## src/rtl/spike_aer_logger_pkg.sv

```systemverilog
// Shared definitions for the spike AER logger.
// Event word layout, LSB first: spike mask, timestamp, wrap flag in the MSB.
package spike_aer_logger_pkg;

   localparam int AER_TS_W     = 16;
   localparam int DROP_W       = 16;
   localparam int AER_MASK_LSB = 0;

   typedef logic [DROP_W-1:0] drop_cnt_t;

   function automatic int aer_ts_lsb(input int n_ch);
      return n_ch;
   endfunction

   function automatic int aer_wrap_bit(input int ts_w, input int n_ch);
      return ts_w + n_ch;
   endfunction

endpackage

```

## src/rtl/aer_sync_fifo.sv

```systemverilog
// Synchronous FIFO with a first-word-fall-through head register.
// Ports:
//   clk, rst_n      clock, async active-low reset
//   clr             synchronous flush (priority over push/pop)
//   push, wdata     write request and data; push_ok reports acceptance
//   rd_valid/ready  head handshake, rd_data is the head word
//   level           total occupancy (storage + head register), 0..DEPTH
module aer_sync_fifo #(
   parameter int WIDTH = 8,
   parameter int DEPTH = 16
) (
   input  logic                     clk,
   input  logic                     rst_n,
   input  logic                     clr,
   input  logic                     push,
   input  logic [WIDTH-1:0]         wdata,
   output logic                     push_ok,
   output logic                     rd_valid,
   input  logic                     rd_ready,
   output logic [WIDTH-1:0]         rd_data,
   output logic [$clog2(DEPTH):0]   level
);

   localparam int AW    = $clog2(DEPTH);
   localparam int LVL_W = AW + 1;
   localparam logic [AW:0] ONE = {{AW{1'b0}}, 1'b1};

   logic [WIDTH-1:0] mem [DEPTH];
   logic [AW:0]      wr_ptr;
   logic [AW:0]      rd_ptr;
   logic             mem_empty;
   logic             mem_full;
   logic             full;
   logic             pop;
   logic             load;

   // A full FIFO still accepts a push when the head leaves on the same edge.
   // The head register refills from storage whenever it is empty or popped,
   // so a word written into empty storage becomes visible one edge later.
   always_comb begin
      mem_empty = (wr_ptr == rd_ptr);
      mem_full  = (wr_ptr[AW] != rd_ptr[AW]) && (wr_ptr[AW-1:0] == rd_ptr[AW-1:0]);
      full      = (level == LVL_W'(DEPTH));
      pop       = rd_valid && rd_ready;
      push_ok   = push && !mem_full && (!full || pop);
      load      = !mem_empty && (!rd_valid || pop);
   end

   always_ff @(posedge clk) begin
      if (push_ok && !clr) begin
         mem[wr_ptr[AW-1:0]] <= wdata;
      end
   end

   always_ff @(posedge clk or negedge rst_n) begin
      if (!rst_n) begin
         wr_ptr   <= '0;
         rd_ptr   <= '0;
         rd_valid <= 1'b0;
         rd_data  <= '0;
         level    <= '0;
      end else if (clr) begin
         wr_ptr   <= '0;
         rd_ptr   <= '0;
         rd_valid <= 1'b0;
         rd_data  <= '0;
         level    <= '0;
      end else begin
         if (push_ok) begin
            wr_ptr <= wr_ptr + ONE;
         end
         if (load) begin
            rd_ptr   <= rd_ptr + ONE;
            rd_valid <= 1'b1;
            rd_data  <= mem[rd_ptr[AW-1:0]];
         end else if (pop) begin
            rd_valid <= 1'b0;
         end
         case ({push_ok, pop})
            2'b10:   level <= level + ONE;
            2'b01:   level <= level - ONE;
            default: ;
         endcase
      end
   end

endmodule

```

## src/rtl/spike_aer_logger.sv

```systemverilog
// Spike recorder: timestamps every non-empty spike cycle (and every timestamp
// wrap) as an address-event word and queues it for a valid/ready consumer.
// Ports:
//   clk, rst_n      clock, async active-low reset
//   en              logging enable; timestamp frozen and spikes ignored when 0
//   clr             synchronous clear of timestamp, FIFO, drop count, overflow
//   spk_in          spike lines, bit i = neuron i
//   ev_valid/ready  output stream handshake, ev_data = {wrap, ts, mask}
//   fifo_level      queued words
//   drop_cnt        words lost to a full FIFO (saturating)
//   overflow        sticky, set on the first drop
module spike_aer_logger
   import spike_aer_logger_pkg::*;
#(
   parameter int N_CH  = 2,
   parameter int TS_W  = AER_TS_W,
   parameter int DEPTH = 16
) (
   input  logic                    clk,
   input  logic                    rst_n,
   input  logic                    en,
   input  logic                    clr,
   input  logic [N_CH-1:0]         spk_in,
   output logic                    ev_valid,
   input  logic                    ev_ready,
   output logic [TS_W+N_CH:0]      ev_data,
   output logic [$clog2(DEPTH):0]  fifo_level,
   output logic [DROP_W-1:0]       drop_cnt,
   output logic                    overflow
);

   localparam int EV_W     = 1 + TS_W + N_CH;
   localparam int TS_LSB   = aer_ts_lsb(N_CH);
   localparam int WRAP_BIT = aer_wrap_bit(TS_W, N_CH);
   localparam logic [TS_W-1:0] TS_ONE   = {{(TS_W-1){1'b0}}, 1'b1};
   localparam drop_cnt_t       DROP_ONE = drop_cnt_t'(1);

   logic [TS_W-1:0] ts;
   logic            started;
   logic            wrap_cycle;
   logic            push_req;
   logic            push_ok;
   logic            drop;
   logic [EV_W-1:0] ev_word;

   // started distinguishes the very first ts==0 after reset/clear from a real
   // wrap, so each wrap is reported exactly once.
   always_comb begin
      wrap_cycle = en && started && (ts == '0);
      push_req   = !clr && en && ((spk_in != '0) || wrap_cycle);
      drop       = push_req && !push_ok;
      ev_word                         = '0;
      ev_word[WRAP_BIT]               = wrap_cycle;
      ev_word[TS_LSB +: TS_W]         = ts;
      ev_word[AER_MASK_LSB +: N_CH]   = spk_in;
   end

   // A clear restarts time from scratch, so started drops with it.
   always_ff @(posedge clk or negedge rst_n) begin
      if (!rst_n) begin
         ts       <= '0;
         started  <= 1'b0;
         drop_cnt <= '0;
         overflow <= 1'b0;
      end else if (clr) begin
         ts       <= '0;
         started  <= 1'b0;
         drop_cnt <= '0;
         overflow <= 1'b0;
      end else begin
         if (en) begin
            ts      <= ts + TS_ONE;
            started <= 1'b1;
         end
         if (drop) begin
            overflow <= 1'b1;
            if (drop_cnt != '1) begin
               drop_cnt <= drop_cnt + DROP_ONE;
            end
         end
      end
   end

   aer_sync_fifo #(
      .WIDTH (EV_W),
      .DEPTH (DEPTH)
   ) u_fifo (
      .clk      (clk),
      .rst_n    (rst_n),
      .clr      (clr),
      .push     (push_req),
      .wdata    (ev_word),
      .push_ok  (push_ok),
      .rd_valid (ev_valid),
      .rd_ready (ev_ready),
      .rd_data  (ev_data),
      .level    (fifo_level)
   );

endmodule

```

## config.mk

```make
export PLATFORM = sky130hd
export DESIGN_NAME = spike_aer_logger
export DESIGN_NICKNAME = d
export VERILOG_FILES = /design/src/rtl/spike_aer_logger_pkg.sv /design/src/rtl/aer_sync_fifo.sv /design/src/rtl/spike_aer_logger.sv
export SDC_FILE = /design/constraint.sdc
export NUM_CORES = 1
export LEC_CHECK = 0
export ABC_AREA = 1
export ABC_CLOCK_PERIOD_IN_PS = 3150
export CORE_MARGIN = 5
export CORE_UTILIZATION = 58
export CTS_CLUSTER_DIAMETER = 80
export DETAILED_ROUTE_END_ITERATION = 8
export HOLD_SLACK_MARGIN = 0.05
export PLACE_DENSITY = 0.76
export SYNTH_ARGS = -nofsm -noshare
export SYNTH_HDL_FRONTEND = slang
export SYNTH_SLANG_ARGS = --single-unit
```

## constraint.sdc

```tcl
create_clock -name clk -period 3.15 [get_ports clk]
set_input_delay 0.63 -clock clk [delete_from_list [all_inputs] [get_ports clk]]
set_output_delay 0.63 -clock clk [all_outputs]
set_load 0.02 [all_outputs]
```

; ---- Yosys cells after proc, flatten, opt, wreduce, memory -nomap -nowiden
; Memories as Yosys holds them, arrays and structs flattened.
; Index checks and enable logic that the tools add are counted.
[classes]
addsub = 6
n_eq_ne = 7
muxes = 22
n_reduce_logical = 30
[ops]
columns = cell, n
row1 = 2-to-1 mux 16 bit, 5
row2 = 2-to-1 mux 19 bit, 2
row3 = adder 16 x 1 -> 16 bit (second input constant), 2
row4 = 2-to-1 mux 5 bit, 5
row5 = zero test 16 bit, 1
row6 = inequality test 16 bit (second input constant), 1
row7 = adder 5 x 1 -> 5 bit (second input constant), 3
row8 = nonzero test 2 bit, 6
row9 = logical AND 1 bit, 11
row10 = one-hot mux 5 bit (2 select lines), 1
row11 = 2-to-1 mux 1 bit, 9
row12 = zero test 1 bit, 6
row13 = nonzero test 3 bit, 2
row14 = equality test 5 bit, 1
row15 = equality test 5 bit (second input constant), 1
row16 = subtractor 5 x 1 -> 5 bit (second input constant), 1
row17 = equality test 4 bit, 1
row18 = logical OR 1 bit, 3
row19 = equality test 2 x 1 -> 1 bit (second input constant), 1
row20 = equality test 2 bit (second input constant), 1
row21 = AND reduction 2 bit, 1
row22 = inequality test 1 bit, 1
[word_totals]
reg_bits = 69
ramBits = 304
input_bits = 7
output_inout_bits = 42
elab_cells = 75
mem_count = 1
[mem_list]
columns = memory, depth, word_bits, read_ports, rd_ports_with_merged_regs, write_ports, line
row1 = u_fifo.mem, 16, 19, 1, 0, 1, aer_sync_fifo.sv:28  ; logic [WIDTH-1:0] mem [DEPTH];

; ---- Depth between registers and ports, before layout
[logic_depth]
depth_word = 10
ltp_mapped = 20
ltp_nobuf = 20

; ---- Cells and area by module
; Synthesis repeated with hierarchy kept, for this count alone.
[hier_totals]
hier_cells = 1430
area_unflattened_um2 = 15934.0
[by_module_without_submodules]
columns = module, n_inst, cells_per_inst, area_each_um2, seq_area_each_um2
row1 = aer_sync_fifo, 1, 1130, 13814.5, 10004.6
row2 = spike_aer_logger, 1, 300, 2119.5, 850.8

; ---- Worst setup path before layout
; Ideal clock, no wire load.
[synth_path]
kind = reg-to-reg
from = register ts[0]
to = memory u_fifo.mem[0][0] (netlist name) (enable)
setup_ns = 0.395
arrival_ns = 2.484
setup_slack_ns = 0.272
stages_incl_launch_ff = 13
path_buffers = 0
period_less_slack_ns = 2.878
cell_sequence = dfrtp_1 inv_1 ha_1 inv_1 nor2_1 nand2_1 nor2_2 nand3_2 a21oi_1 nand3_1 inv_2 nand2_1 nor2_1
[synth_between]
elab_chain_cells = 9
[synth_rtl]
columns = item, line
row1 = "start, declared", spike_aer_logger.sv:38  ; logic [TS_W-1:0] ts;
row2 = "start signal, assigned", spike_aer_logger.sv:72  ; ts <= ts + TS_ONE;
row3 = zero test 16 bit, spike_aer_logger.sv:49  ; wrap_cycle = en && started && (ts == '0);
row4 = logical AND 1 bit, spike_aer_logger.sv:49
row5 = logical OR 1 bit, spike_aer_logger.sv:50  ; push_req = !clr && en && ((spk_in != '0) || wrap_cycle);
row6 = logical AND 1 bit, spike_aer_logger.sv:50
row7 = logical AND 1 bit (2 in a row), aer_sync_fifo.sv:45  ; push_ok = push && !mem_full && (!full || pop);
row8 = logical AND 1 bit, aer_sync_fifo.sv:50  ; if (push_ok && !clr) begin
row9 = 2-to-1 mux 1 bit, aer_sync_fifo.sv:50
row10 = 2-to-1 mux 1 bit (implied by the code), aer_sync_fifo.sv:51  ; mem[wr_ptr[AW-1:0]] <= wdata;
row11 = "end, declared", aer_sync_fifo.sv:28
; No other way between the ends.

; ---- Final worst setup path
[layout_path]
from = register ts[0]
to = register u_fifo.level[4]
[layout_between]
elab_chain_cells = 9
[layout_rtl]
columns = item, line
row1 = zero test 16 bit (*), spike_aer_logger.sv:49
row2 = logical AND 1 bit (*), spike_aer_logger.sv:49
row3 = logical OR 1 bit (*), spike_aer_logger.sv:50
row4 = logical AND 1 bit (*), spike_aer_logger.sv:50
row5 = logical AND 1 bit (*) (2 in a row), aer_sync_fifo.sv:45
row6 = equality test 2 x 1 -> 1 bit / equality test 2 bit (equally long branches), aer_sync_fifo.sv:79  ; case ({push_ok, pop})
row7 = one-hot mux 5 bit (2 select lines), aer_sync_fifo.sv:79
row8 = 2-to-1 mux 5 bit, aer_sync_fifo.sv:62  ; end else if (clr) begin
row9 = "end signal, assigned", aer_sync_fifo.sv:80  ; 2'b10: level <= level + ONE;
row10 = "end signal, assigned", aer_sync_fifo.sv:81  ; 2'b01: level <= level - ONE;
row11 = "end, declared", aer_sync_fifo.sv:21  ; output logic [$clog2(DEPTH):0] level
; Every way passes the cells marked *; elsewhere a longest branch is shown, timed or not.
; A chain may end at the register's enable or synchronous reset.

==> run metrics <==
gpl congestion between 0.9 and 1; cts hold-fix bufs 0; CTS Buf Count 38; later-pin clock latency in the skew report 0.52 ns; final wirelength 38300 microns; maxcap violations 0; Psw slightly above 4000 uW; nets around 1400; 1st-iter DRT viols 1380; syn_area_per_cell 11.7 sq um; first-pass GRT wire length around 60000 microns; htree depth 2; Post-synth EDFFs ~300; Final Hold Fails 0; FF-to-FF path depth 20; die area 30100 sq um; Sw Share between 30% and 40%; placed instance area between 15000 and 20000 sq um; Syn. warnings 0; synth unique cells just over 40; # diodes 0; cell taking the most area after synthesis edfxtp_1; Pre-antenna DRT Iters 6; initial antenna violation count 0; Core ar. ~26000 sq um; setup violators final 0; CP Capture Type flop; Yosys reg bits about 370; leakage power about 0.0065 uW; area delta synth->final 16.3%; R2R setup slack between 0.4 and 0.5 ns; Setup CP Type flop to flop; RSZ-0062 raised after global routing no; Die Y 174 microns; worst slew pin tran 0.920 ns; TNS Setup 0 ns; fmax approximately 370 MHz; CTS sink cnt between 300 and 400; Ports just under 50; Fin Hold WS between 0.2 and 0.3 ns; power share of the clock group between 30% and 40%; VDD IR max approximately 0.60 mV; R2R Path Start ts[0]; count of final max-slew check failures 0; RR Endpoint u_fifo.level[4]; share of cells above drive strength 1 10.9%; DP Wirelength 23400 microns; GRT overflow 0; combinational power share approximately a quarter; CTS tree yes; period utilization a little under nine tenths; setup bufs post-CTS 0; net count after synthesis ~1400; Hold/Removal Path Class primary input to asynchronous set/reset pin; largest net degree at the start of global routing 155; Starting Density 59.2%; routed via count around 11000; post-CTS sizing 0; chip width about 170 microns; worst-case clock buffer depth 3; Synth top area share about 59%; vias in the first global route roughly 11000; Via density roughly 6.2; P_int about 9100 uW; Synth Flop Type edfxtp_1; Detail Route Antenna Nets 0; asr flop ratio synth 18.5%; port bufs 48; Cell Pwr Density approximately 730 nW/um^2; slew margin rel. about two fifths; Startpoint Class flop; Post-Syn Instances 1331; clock-pin slew on the worst setup and hold paths 0.06 ns; Flop pwr share between 40 and 50%; std cell rows 59; largest cells by area after synthesis edfxtp_1, dfrtp_1, o21ai_0; WL per Instance 21.6 microns; utilization after layout about 69%; CP Data Arrival Time slightly above 3 ns; Mapped Area roughly 16000 sq um; Final Cell Area 18100 sq um; Critical Path Fanout Max 3; drc violations 0; CTS Root Cell clkbuf_16; origin of the worst setup path ts[0]; gr usage total 25.3%; worst path required time between 3 and 4 ns; outcome finished clean; sequential area share after synthesis approximately 70%; Setup Skew approximately 0.018 ns; fin crit period around 2.7 ns; Critical Path Sink u_fifo.level[4]
## placed cells by master (no fill, tap or decap), types with 39 or more instances in the layout
master           synthesis  final
o21ai_0                171    171
nand3_1                 90     90
dfrtp_1                 69     67
clkbuf_16                0     39
buf_4                    0     48
nor2_1                 213    197
o22ai_1                 40     40
clkdlybuf4s50_1          0     47
edfxtp_1               304    304
nand2_1                163    163
inv_1                   44     43
## logic make-up after synthesis
logic type	Yosys count	synth area share (%)
adders and majority gates	12	1.02
xor gates and xnor gates	24	1.35
buffers and inverters	127	3.27
and+or+nand+nor	517	14.0
DFF	373	69.9
AOI/OAI and AO/OA	278	10.4
## Yosys cell counts, types with 13 or more instances
cell      number
buf_2         13
clkbuf_1      56
dfrtp_1       69
edfxtp_1     304
inv_1         44
nand2_1      163
nand3_1       90
nor2_1       213
nor3_1        21
o21ai_0      171
o221ai_1      36
o22ai_1       40
xor2_1        23
## power groups by stage
stage	Sequential, uW	Clock [uW]	Combinational, uW
after global placement	5740	0	3000
final	5650	4370	3100
after global routing	5670	4670	3390
after detailed placement	5750	0	3070
after CTS	5650	4420	3090
after floorplan	5910	0	1710
## sequential cells by signal (all words and copies together), names as in the netlist
| signal | flops |
|---|---|
| overflow | 1 |
| u_fifo.mem | 304 |
| ts | 16 |
| u_fifo.rd_data | 19 |
| started | 1 |
| u_fifo.rd_valid | 1 |
| u_fifo.wr_ptr | 5 |
| u_fifo.level | 5 |
| drop_cnt | 16 |
| u_fifo.rd_ptr | 5 |
## worst min path at each step
stage                                  from                  to  slack (ns)  cells past startpoint
final                                 rst_n         drop_cnt[3]        0.26                      1
after global routing                  rst_n         drop_cnt[3]        0.33                      1
after CTS                             rst_n  u_fifo.rd_data[14]        0.28                      1
after detailed placement            started             started        0.48                      2
after global placement    u_fifo.rd_data[2]   u_fifo.rd_data[2]        0.49                      2
after floorplan                       rst_n         drop_cnt[0]        0.33                      0
## metal layers
metal | vias up | wire, microns | GRT usage (%)
li1 | 4939 | - | -
met1 | 5375 | 15300 | 36.3
met2 | 581 | 18900 | 40.8
met3 | 67 | 3260 | 3.64
met4 | 0 | 897 | 7.72
met5 | - | 0 | 0
## final cells by class
| type | instances | area (sq um) |
|---|---|---|
| flip-flops and latches | 373 | 10900 |
| fillers | 1807 | 8150 |
| multi-input cells | 831 | 4210 |
| repair buffers | 112 | 1170 |
| clock buffers | 52 | 1040 |
| well taps | 335 | 419 |
| inverters | 52 | 198 |
| clock inverters | 15 | 159 |
## metrics by stage
| stage | total power (uW) | worst slack, ns | instances |
|---|---|---|---|
| 2_1_floorplan | 7610 | 0.272 | 1331 |
| 5_1_grt | 13700 | 0.144 | 1770 |
| 4_1_cts | 13200 | 0.471 | 1770 |
| 6_report | 13100 | 0.454 | 1770 |
| 3_5_place_dp | 8820 | 0.0732 | 1703 |
| 3_3_place_gp | 8740 | 0.0939 | 1703 |
## worst max-delay path: stages, from the launching register on
cell and delay [ns]:
dfrtp_1 0.37, inv_1 0.09, ha_1 0.14, inv_1 0.04, nor2_1 0.15, nand2_1 0.12, nor2_2 0.10, nand3_2 0.08
nand2_2 0.08, nand3_1 0.09, nand2_1 0.14, inv_1 0.10, ha_1 0.32, nand2_1 0.06, o21ai_0 0.18, xor2_1 0.21
inv_1 0.06, nand2_1 0.06, nand2_1 0.05, nand3_1 0.07, nand2_1 0.06
No activity file was read; power rests on OpenSTA's default activity.
